===== src/rtl/sobel_pkg.sv =====
// Shared types and constants for the Sobel line-buffer writer.
package sobel_pkg;

    typedef enum logic [1:0] {IDLE, WRITE, READ, FLUSH} wr_state_t;

    // rd_ram encodings, named by which RAM holds the newest line
    localparam logic [1:0] RD_RAM_NEW0 = 2'b10;
    localparam logic [1:0] RD_RAM_NEW1 = 2'b00;
    localparam logic [1:0] RD_RAM_NEW2 = 2'b01;

    localparam int DATA_WD_DFLT = 8;

    function automatic logic [1:0] rd_ram_of(input logic [2:0] newest);
        case (newest)
            3'b001:  return RD_RAM_NEW0;
            3'b010:  return RD_RAM_NEW1;
            3'b100:  return RD_RAM_NEW2;
            default: return RD_RAM_NEW1;
        endcase
    endfunction

endpackage


===== src/rtl/line_buffer_write_ctrl_if.sv =====
// Pixel stream in, line-RAM write port and window-mux read selects out.
interface line_buffer_write_ctrl_if #(
    parameter int DATA_WD = 8,
    parameter int ADDR_WD = 10,
    parameter int ROW_WD  = 9
);
    logic               sof;
    logic               in_valid;
    logic [DATA_WD-1:0] in_data;
    logic               in_ready;
    logic [2:0]         wr_en;
    logic [ADDR_WD-1:0] wr_addr;
    logic [DATA_WD-1:0] wr_data;
    logic [ADDR_WD-1:0] rd_addr;
    logic [1:0]         rd_ram;
    logic               first_line;
    logic               last_line;
    logic               win_valid;
    logic [ADDR_WD-1:0] win_col;
    logic [ROW_WD-1:0]  win_row;
    logic               frame_done;

    modport master (
        output sof, in_valid, in_data,
        input  in_ready, wr_en, wr_addr, wr_data, rd_addr, rd_ram,
               first_line, last_line, win_valid, win_col, win_row, frame_done
    );

    modport slave (
        input  sof, in_valid, in_data,
        output in_ready, wr_en, wr_addr, wr_data, rd_addr, rd_ram,
               first_line, last_line, win_valid, win_col, win_row, frame_done
    );
endinterface


===== src/rtl/line_buffer_write_ctrl.sv =====
// Writes a raster stream into three rotating line RAMs and runs one read sweep
// per landed line, producing the window-mux selects for the Sobel core.
module line_buffer_write_ctrl
    import sobel_pkg::*;
#(
    parameter int DATA_WD = DATA_WD_DFLT,
    parameter int WIDTH   = 640,
    parameter int HEIGHT  = 480,
    parameter int ADDR_WD = $clog2(WIDTH),
    parameter int ROW_WD  = $clog2(HEIGHT)
) (
    input  logic clk,
    input  logic rst,
    line_buffer_write_ctrl_if.slave bus
);

    if (WIDTH < 2 || HEIGHT < 3 || (HEIGHT % 3) != 0) begin : g_param_check
        $error("line_buffer_write_ctrl: need WIDTH >= 2, HEIGHT >= 3, HEIGHT %% 3 == 0");
    end

    localparam logic [ADDR_WD-1:0] LAST_COL = ADDR_WD'(WIDTH - 1);
    localparam logic [ROW_WD-1:0]  LAST_ROW = ROW_WD'(HEIGHT - 1);

    wr_state_t          state;
    logic [ADDR_WD-1:0] col;
    logic [ROW_WD-1:0]  line;      // line currently being written (L)
    logic [2:0]         line_sel;  // one-hot RAM holding line L
    logic               accept;
    logic               sweep;
    logic [ROW_WD-1:0]  centre;

    assign accept = bus.in_valid & bus.in_ready;
    assign sweep  = (state == READ) || (state == FLUSH);
    assign centre = (state == FLUSH) ? LAST_ROW : line - ROW_WD'(1);

    always_ff @(posedge clk) begin
        if (rst) begin
            state          <= IDLE;
            col            <= '0;
            line           <= '0;
            line_sel       <= 3'b001;
            bus.in_ready   <= 1'b1;
            bus.wr_en      <= '0;
            bus.wr_addr    <= '0;
            bus.wr_data    <= '0;
            bus.rd_addr    <= '0;
            bus.rd_ram     <= RD_RAM_NEW1;
            bus.first_line <= 1'b0;
            bus.last_line  <= 1'b0;
            bus.win_valid  <= 1'b0;
            bus.win_col    <= '0;
            bus.win_row    <= '0;
            bus.frame_done <= 1'b0;
        end else begin
            bus.wr_en      <= '0;
            bus.win_valid  <= sweep;
            bus.win_col    <= bus.rd_addr;
            bus.frame_done <= (state == FLUSH) && (bus.rd_addr == LAST_COL);

            // Selects are registered alongside win_valid so they line up with RAM data
            if (sweep) begin
                bus.win_row    <= centre;
                bus.first_line <= (centre == '0);
                bus.last_line  <= (state == FLUSH);
                if (state == READ && centre != '0)
                    bus.rd_ram <= rd_ram_of(line_sel);
            end else begin
                bus.first_line <= 1'b0;
                bus.last_line  <= 1'b0;
            end

            case (state)
                IDLE: begin
                    if (accept && bus.sof) begin
                        bus.wr_en   <= 3'b001;
                        bus.wr_addr <= '0;
                        bus.wr_data <= bus.in_data;
                        col         <= ADDR_WD'(1);
                        line        <= '0;
                        line_sel    <= 3'b001;
                        state       <= WRITE;
                    end
                end
                WRITE: begin
                    if (accept) begin
                        bus.wr_data <= bus.in_data;
                        if (bus.sof) begin
                            bus.wr_en   <= 3'b001;
                            bus.wr_addr <= '0;
                            col         <= ADDR_WD'(1);
                            line        <= '0;
                            line_sel    <= 3'b001;
                        end else begin
                            bus.wr_en   <= line_sel;
                            bus.wr_addr <= col;
                            if (col == LAST_COL) begin
                                col <= '0;
                                if (line == '0) begin
                                    line     <= ROW_WD'(1);
                                    line_sel <= {line_sel[1:0], line_sel[2]};
                                end else begin
                                    state        <= READ;
                                    bus.in_ready <= 1'b0;
                                    bus.rd_addr  <= '0;
                                end
                            end else begin
                                col <= col + ADDR_WD'(1);
                            end
                        end
                    end
                end
                READ: begin
                    if (bus.rd_addr == LAST_COL) begin
                        bus.rd_addr <= '0;
                        if (line == LAST_ROW) begin
                            state <= FLUSH;
                        end else begin
                            state        <= WRITE;
                            bus.in_ready <= 1'b1;
                            line         <= line + ROW_WD'(1);
                            line_sel     <= {line_sel[1:0], line_sel[2]};
                        end
                    end else begin
                        bus.rd_addr <= bus.rd_addr + ADDR_WD'(1);
                    end
                end
                FLUSH: begin
                    if (bus.rd_addr == LAST_COL) begin
                        bus.rd_addr  <= '0;
                        bus.in_ready <= 1'b1;
                        state        <= IDLE;
                    end else begin
                        bus.rd_addr <= bus.rd_addr + ADDR_WD'(1);
                    end
                end
                default: state <= IDLE;
            endcase
        end
    end

endmodule


===== src/flat_wrapper.sv =====
// flat-port wrapper written by rule: the top's interface ports become plain ports
module line_buffer_write_ctrl_flat import sobel_pkg::*;
#(
    parameter int DATA_WD = DATA_WD_DFLT,
    parameter int WIDTH   = 640,
    parameter int HEIGHT  = 480,
    parameter int ADDR_WD = $clog2(WIDTH),
    parameter int ROW_WD  = $clog2(HEIGHT)
)
  (clk, rst, bus_sof, bus_in_valid, bus_in_data, bus_in_ready, bus_wr_en, bus_wr_addr, bus_wr_data, bus_rd_addr, bus_rd_ram, bus_first_line, bus_last_line, bus_win_valid, bus_win_col, bus_win_row, bus_frame_done);
  line_buffer_write_ctrl_if #(.DATA_WD(DATA_WD), .ADDR_WD(ADDR_WD), .ROW_WD(ROW_WD)) bus_i ();
  input  logic clk;
  input  logic rst;
  input wire logic [$bits(bus_i.sof)-1:0] bus_sof;
  input wire logic [$bits(bus_i.in_valid)-1:0] bus_in_valid;
  input wire logic [$bits(bus_i.in_data)-1:0] bus_in_data;
  output wire logic [$bits(bus_i.in_ready)-1:0] bus_in_ready;
  output wire logic [$bits(bus_i.wr_en)-1:0] bus_wr_en;
  output wire logic [$bits(bus_i.wr_addr)-1:0] bus_wr_addr;
  output wire logic [$bits(bus_i.wr_data)-1:0] bus_wr_data;
  output wire logic [$bits(bus_i.rd_addr)-1:0] bus_rd_addr;
  output wire logic [$bits(bus_i.rd_ram)-1:0] bus_rd_ram;
  output wire logic [$bits(bus_i.first_line)-1:0] bus_first_line;
  output wire logic [$bits(bus_i.last_line)-1:0] bus_last_line;
  output wire logic [$bits(bus_i.win_valid)-1:0] bus_win_valid;
  output wire logic [$bits(bus_i.win_col)-1:0] bus_win_col;
  output wire logic [$bits(bus_i.win_row)-1:0] bus_win_row;
  output wire logic [$bits(bus_i.frame_done)-1:0] bus_frame_done;
  assign bus_i.sof = bus_sof;
  assign bus_i.in_valid = bus_in_valid;
  assign bus_i.in_data = bus_in_data;
  assign bus_in_ready = bus_i.in_ready;
  assign bus_wr_en = bus_i.wr_en;
  assign bus_wr_addr = bus_i.wr_addr;
  assign bus_wr_data = bus_i.wr_data;
  assign bus_rd_addr = bus_i.rd_addr;
  assign bus_rd_ram = bus_i.rd_ram;
  assign bus_first_line = bus_i.first_line;
  assign bus_last_line = bus_i.last_line;
  assign bus_win_valid = bus_i.win_valid;
  assign bus_win_col = bus_i.win_col;
  assign bus_win_row = bus_i.win_row;
  assign bus_frame_done = bus_i.frame_done;
  line_buffer_write_ctrl #(.DATA_WD(DATA_WD), .WIDTH(WIDTH), .HEIGHT(HEIGHT), .ADDR_WD(ADDR_WD), .ROW_WD(ROW_WD)) u_core (.clk(clk), .rst(rst), .bus(bus_i));
endmodule

===== config.mk =====
export PLATFORM = sky130hd
export DESIGN_NAME = line_buffer_write_ctrl_flat
export DESIGN_NICKNAME = d
export VERILOG_FILES = /design/src/rtl/sobel_pkg.sv /design/src/rtl/line_buffer_write_ctrl_if.sv /design/src/rtl/line_buffer_write_ctrl.sv /design/src/flat_wrapper.sv
export SDC_FILE = /design/constraint.sdc
export NUM_CORES = 1
export LEC_CHECK = 0
export CAP_MARGIN = 20
export CELL_PAD_IN_SITES_DETAIL_PLACEMENT = 0
export CELL_PAD_IN_SITES_GLOBAL_PLACEMENT = 1
export CORE_MARGIN = 8
export CORE_UTILIZATION = 39
export CTS_CLUSTER_SIZE = 20
export DETAILED_ROUTE_END_ITERATION = 12
export GPL_TIMING_DRIVEN = 0
export PLACE_DENSITY = 0.82
export SLEW_MARGIN = 20
export SYNTH_ARGS = -nofsm -noshare
export SYNTH_HDL_FRONTEND = slang
export SYNTH_SLANG_ARGS = --single-unit
export TNS_END_PERCENT = 50

===== constraint.sdc =====
create_clock -name clk -period 2.8 [get_ports clk]
set_input_delay 0.84 -clock clk [delete_from_list [all_inputs] [get_ports clk]]
set_output_delay 0.84 -clock clk [all_outputs]
set_load 0.005 [all_outputs]

==> results.cfg <==
[grt]
antenna_found_initial = 0
grt_use_total_pct = 17.08
gr-total-overflow = 0
grt_pass1_vias = 3546
grt_max_degree = 14
grt_pass1_wl_mm = 18.24

[power]
ir_drop_uv = 260.7
leakage_nw = 1.846
pwr_density_cell_nw_per_um2 = 660.9

[detailed_routing]
dr.pass1.iters = 5
drtIter0Drc = 196
ant_nets = 0
viasPerCell = 5.441
wl_per_cell_um = 16.79
drc_errors = 0
vias = 3689
routed_wirelength_mm = 11.39

[critical_path]
rrSetupSlack_ns = 0.41
cp_max_fo = 6
ff2ff_path_depth = 6
crit_path_end_kind = flop
critPathLaunch = bus_in_valid
reg2reg_to = u_core.bus.rd_addr[8]$_SDFFE_PP0P_
cp.arrival_ns = 2.70
worstSetupPathType = input port to flop
required_ns = 3.06
r2r_start = u_core.state[1]$_SDFFE_PP0P_
startpoint_type = input port

[sta]
period_share_pct = 87.10
worstMarginPinSlew_ns = 0.8548
fmax_mhz = 410.0
min_period_ns = 2.439
drv_slew = 0
slew_headroom_pct = 42.75
clock-skew-final_ns = 0.01278
holdWs_ns = 0.4495
hold_violations = 0
rsz0062_at_grt = no
setup_viol = 0

[layout]
nets = 561
diodes = 0
final_cell_area_um2 = 4984
area_growth_pct = 26.48
final_util_pct = 50.99
drive_gt1_share_pct = 8.991

[min_path]
hold_end = u_core.bus.wr_addr[5]$_SDFFE_PP0P_
whs_path_depth = 2
hold_path_class = flop to flop
min_from = u_core.bus.wr_addr[5]$_SDFFE_PP0P_

[synthesis]
synth_edf_count = 0
syn-num-nets = 483
postSynthAreaPerCell_um2 = 8.528
syn_area_um2 = 3940
ys_async_sr_fraction_pct = 0
ys_types = 65
ys_seq_area_share_pct = 41.16
synth_seq_cells = 81
synth_ff_type = dfxtp_1
netlist.area_leader.share_pct = 41.16
yosys_warnings = 0
synthCells = 462
synth_top_area_cell = dfxtp_1
synth_area_leaders = dfxtp_1, a21oi_1, nand2_1

[place]
dpl.hpwl_mm = 8.218
gp_congestion = 0.8773
dpl_cell_area_um2 = 4777
numPortBuffers = 67

[clocking]
clockRootBuffer = clkbuf_8
h-tree-depth = 3
clk_pin_slew_ns = 0.08
clock_latency_ns = 0.36
cts_setup_buffers = 0
ctsResizeCount = 0
cts_hold_buf = 0
numCtsBuffers = 9
cts_max_path_buffers = 2
cts.sink_count = 81
cts_tree = done

[status]
status = finished clean

[floorplan]
die_h_um = 116.5
die_w_um = 116.5
initial_core_util_pct = 40.31
rows = 36
die-area_um2 = 13570
ioPinCount = 69
core_um2 = 9774

[job]
maxCapViolCount = 0
metal layers:
metal  GRT usage [%]  part of all wire (%)  vias to the layer above
li1                -                     -                     1840
met1           22.01                    46                     1744
met4           5.791                  0.81                        0
met5               0                     0                        -
met2           27.81                    48                       98
met3           3.413                   5.8                        7
worst max-delay path: stages:
cell	delay, ns
clkdlybuf4s50_1	0.55
nand2_1	0.19
o41ai_4	0.51
nand3_2	0.25
o41ai_1	0.35
flip-flops by register name, indices dropped and copies added, names as in the netlist:
signal,count
u_core.line_sel,3
u_core.bus.in_ready,1
u_core.bus.frame_done,1
u_core.bus.win_col,10
u_core.line,9
u_core.bus.wr_en,3
u_core.col,10
u_core.bus.wr_addr,10
u_core.bus.win_row,9
u_core.bus.win_valid,1
u_core.bus.rd_ram,2
u_core.bus.first_line,1
u_core.bus.wr_data,8
u_core.state,2
u_core.bus.last_line,1
u_core.bus.rd_addr,10
final cells by class:
cell class	instances	area, µm²
plain buffers	35	165.2
clock buffers	12	155.1
clock inverters	4	51.30
fillers	962	4791
inverters	11	41.29
multi-input cells	335	2112
flip-flops and latches	81	1622
well taps	133	166.4
repair buffers	67	670.6
cells in the final DEF (no fill, tap or decap), drive strengths merged, types with 4 or more instances in the layout:
master | synthesis | final
dfxtp | 81 | 81
clkdlybuf4s50 | 0 | 67
nand2 | 45 | 45
nor2 | 42 | 42
a21oi | 36 | 36
clkbuf | 23 | 35
nand3 | 24 | 24
o21ai | 23 | 23
nor2b | 14 | 14
and3 | 13 | 13
buf | 12 | 12
inv | 11 | 11
nor3 | 11 | 11
nand4 | 10 | 10
o31ai | 10 | 10
ha | 9 | 9
xor2 | 7 | 7
nor4 | 7 | 7
a211oi | 6 | 6
a32o | 6 | 6
o41ai | 6 | 6
nor3b | 5 | 5
and2 | 5 | 5
o211ai | 5 | 5
a31oi | 4 | 4
xnor2 | 4 | 4
synth_stat cells (all sizes together), types with 7 or more instances:
cell    number
nand3       24
nor2b       14
ha           9
nor3        11
a21oi       36
inv         11
o31ai       10
nor4         7
o21ai       23
dfxtp       81
buf         12
xor2         7
nor2        42
clkbuf      23
and3        13
nand4       10
nand2       45
where the power goes:
part | internal [mW] | total (mW) | switching [mW]
logic | 0.436 | 1.10 | 0.663
registers | 1.23 | 1.29 | 0.0593
clock network | 0.461 | 0.900 | 0.439
how the worst max path moves through the flow:
stage | end | cells past startpoint | slack (ns)
floorplan | u_core.line[2]$_SDFFE_PP0P_ | 7 | 0.54
global placement | u_core.bus.rd_addr[3]$_SDFFE_PP0P_ | 5 | 0.007
detailed placement | u_core.bus.win_row[2]$_SDFFE_PP0N_ | 4 | -0.007
CTS | u_core.bus.win_row[2]$_SDFFE_PP0N_ | 4 | 0.37
global route | u_core.bus.rd_addr[8]$_SDFFE_PP0P_ | 6 | 0.19
finish | u_core.bus.rd_addr[8]$_SDFFE_PP0P_ | 5 | 0.36
kinds of logic after synthesis:
| group | count (synthesis) | synth area share, % |
|---|---|---|
| simple gates | 192 | 26.07 |
| compound gates | 120 | 21.44 |
| flops | 81 | 41.16 |
| buf+inv | 46 | 5.240 |
| xor+xnor | 11 | 2.445 |
| fa+ha+maj | 9 | 2.858 |
| mux | 3 | 0.7939 |
through the flow:
| step | cells | total power [mW] | worst slack (ns) | TNS, ns |
|---|---|---|---|---|
| finish | 678 | 3.293 | 0.3611 | 0 |
| global route | 678 | 3.497 | 0.1857 | 0 |
| CTS | 678 | 3.316 | 0.3732 | 0 |
| detailed placement | 662 | 2.417 | -0.007484 | -0.007484 |
| global placement | 662 | 2.397 | 0.006698 | 0 |
| floorplan | 462 | 2.041 | 0.5367 | 0 |
Power figures use the tool's default switching activity.
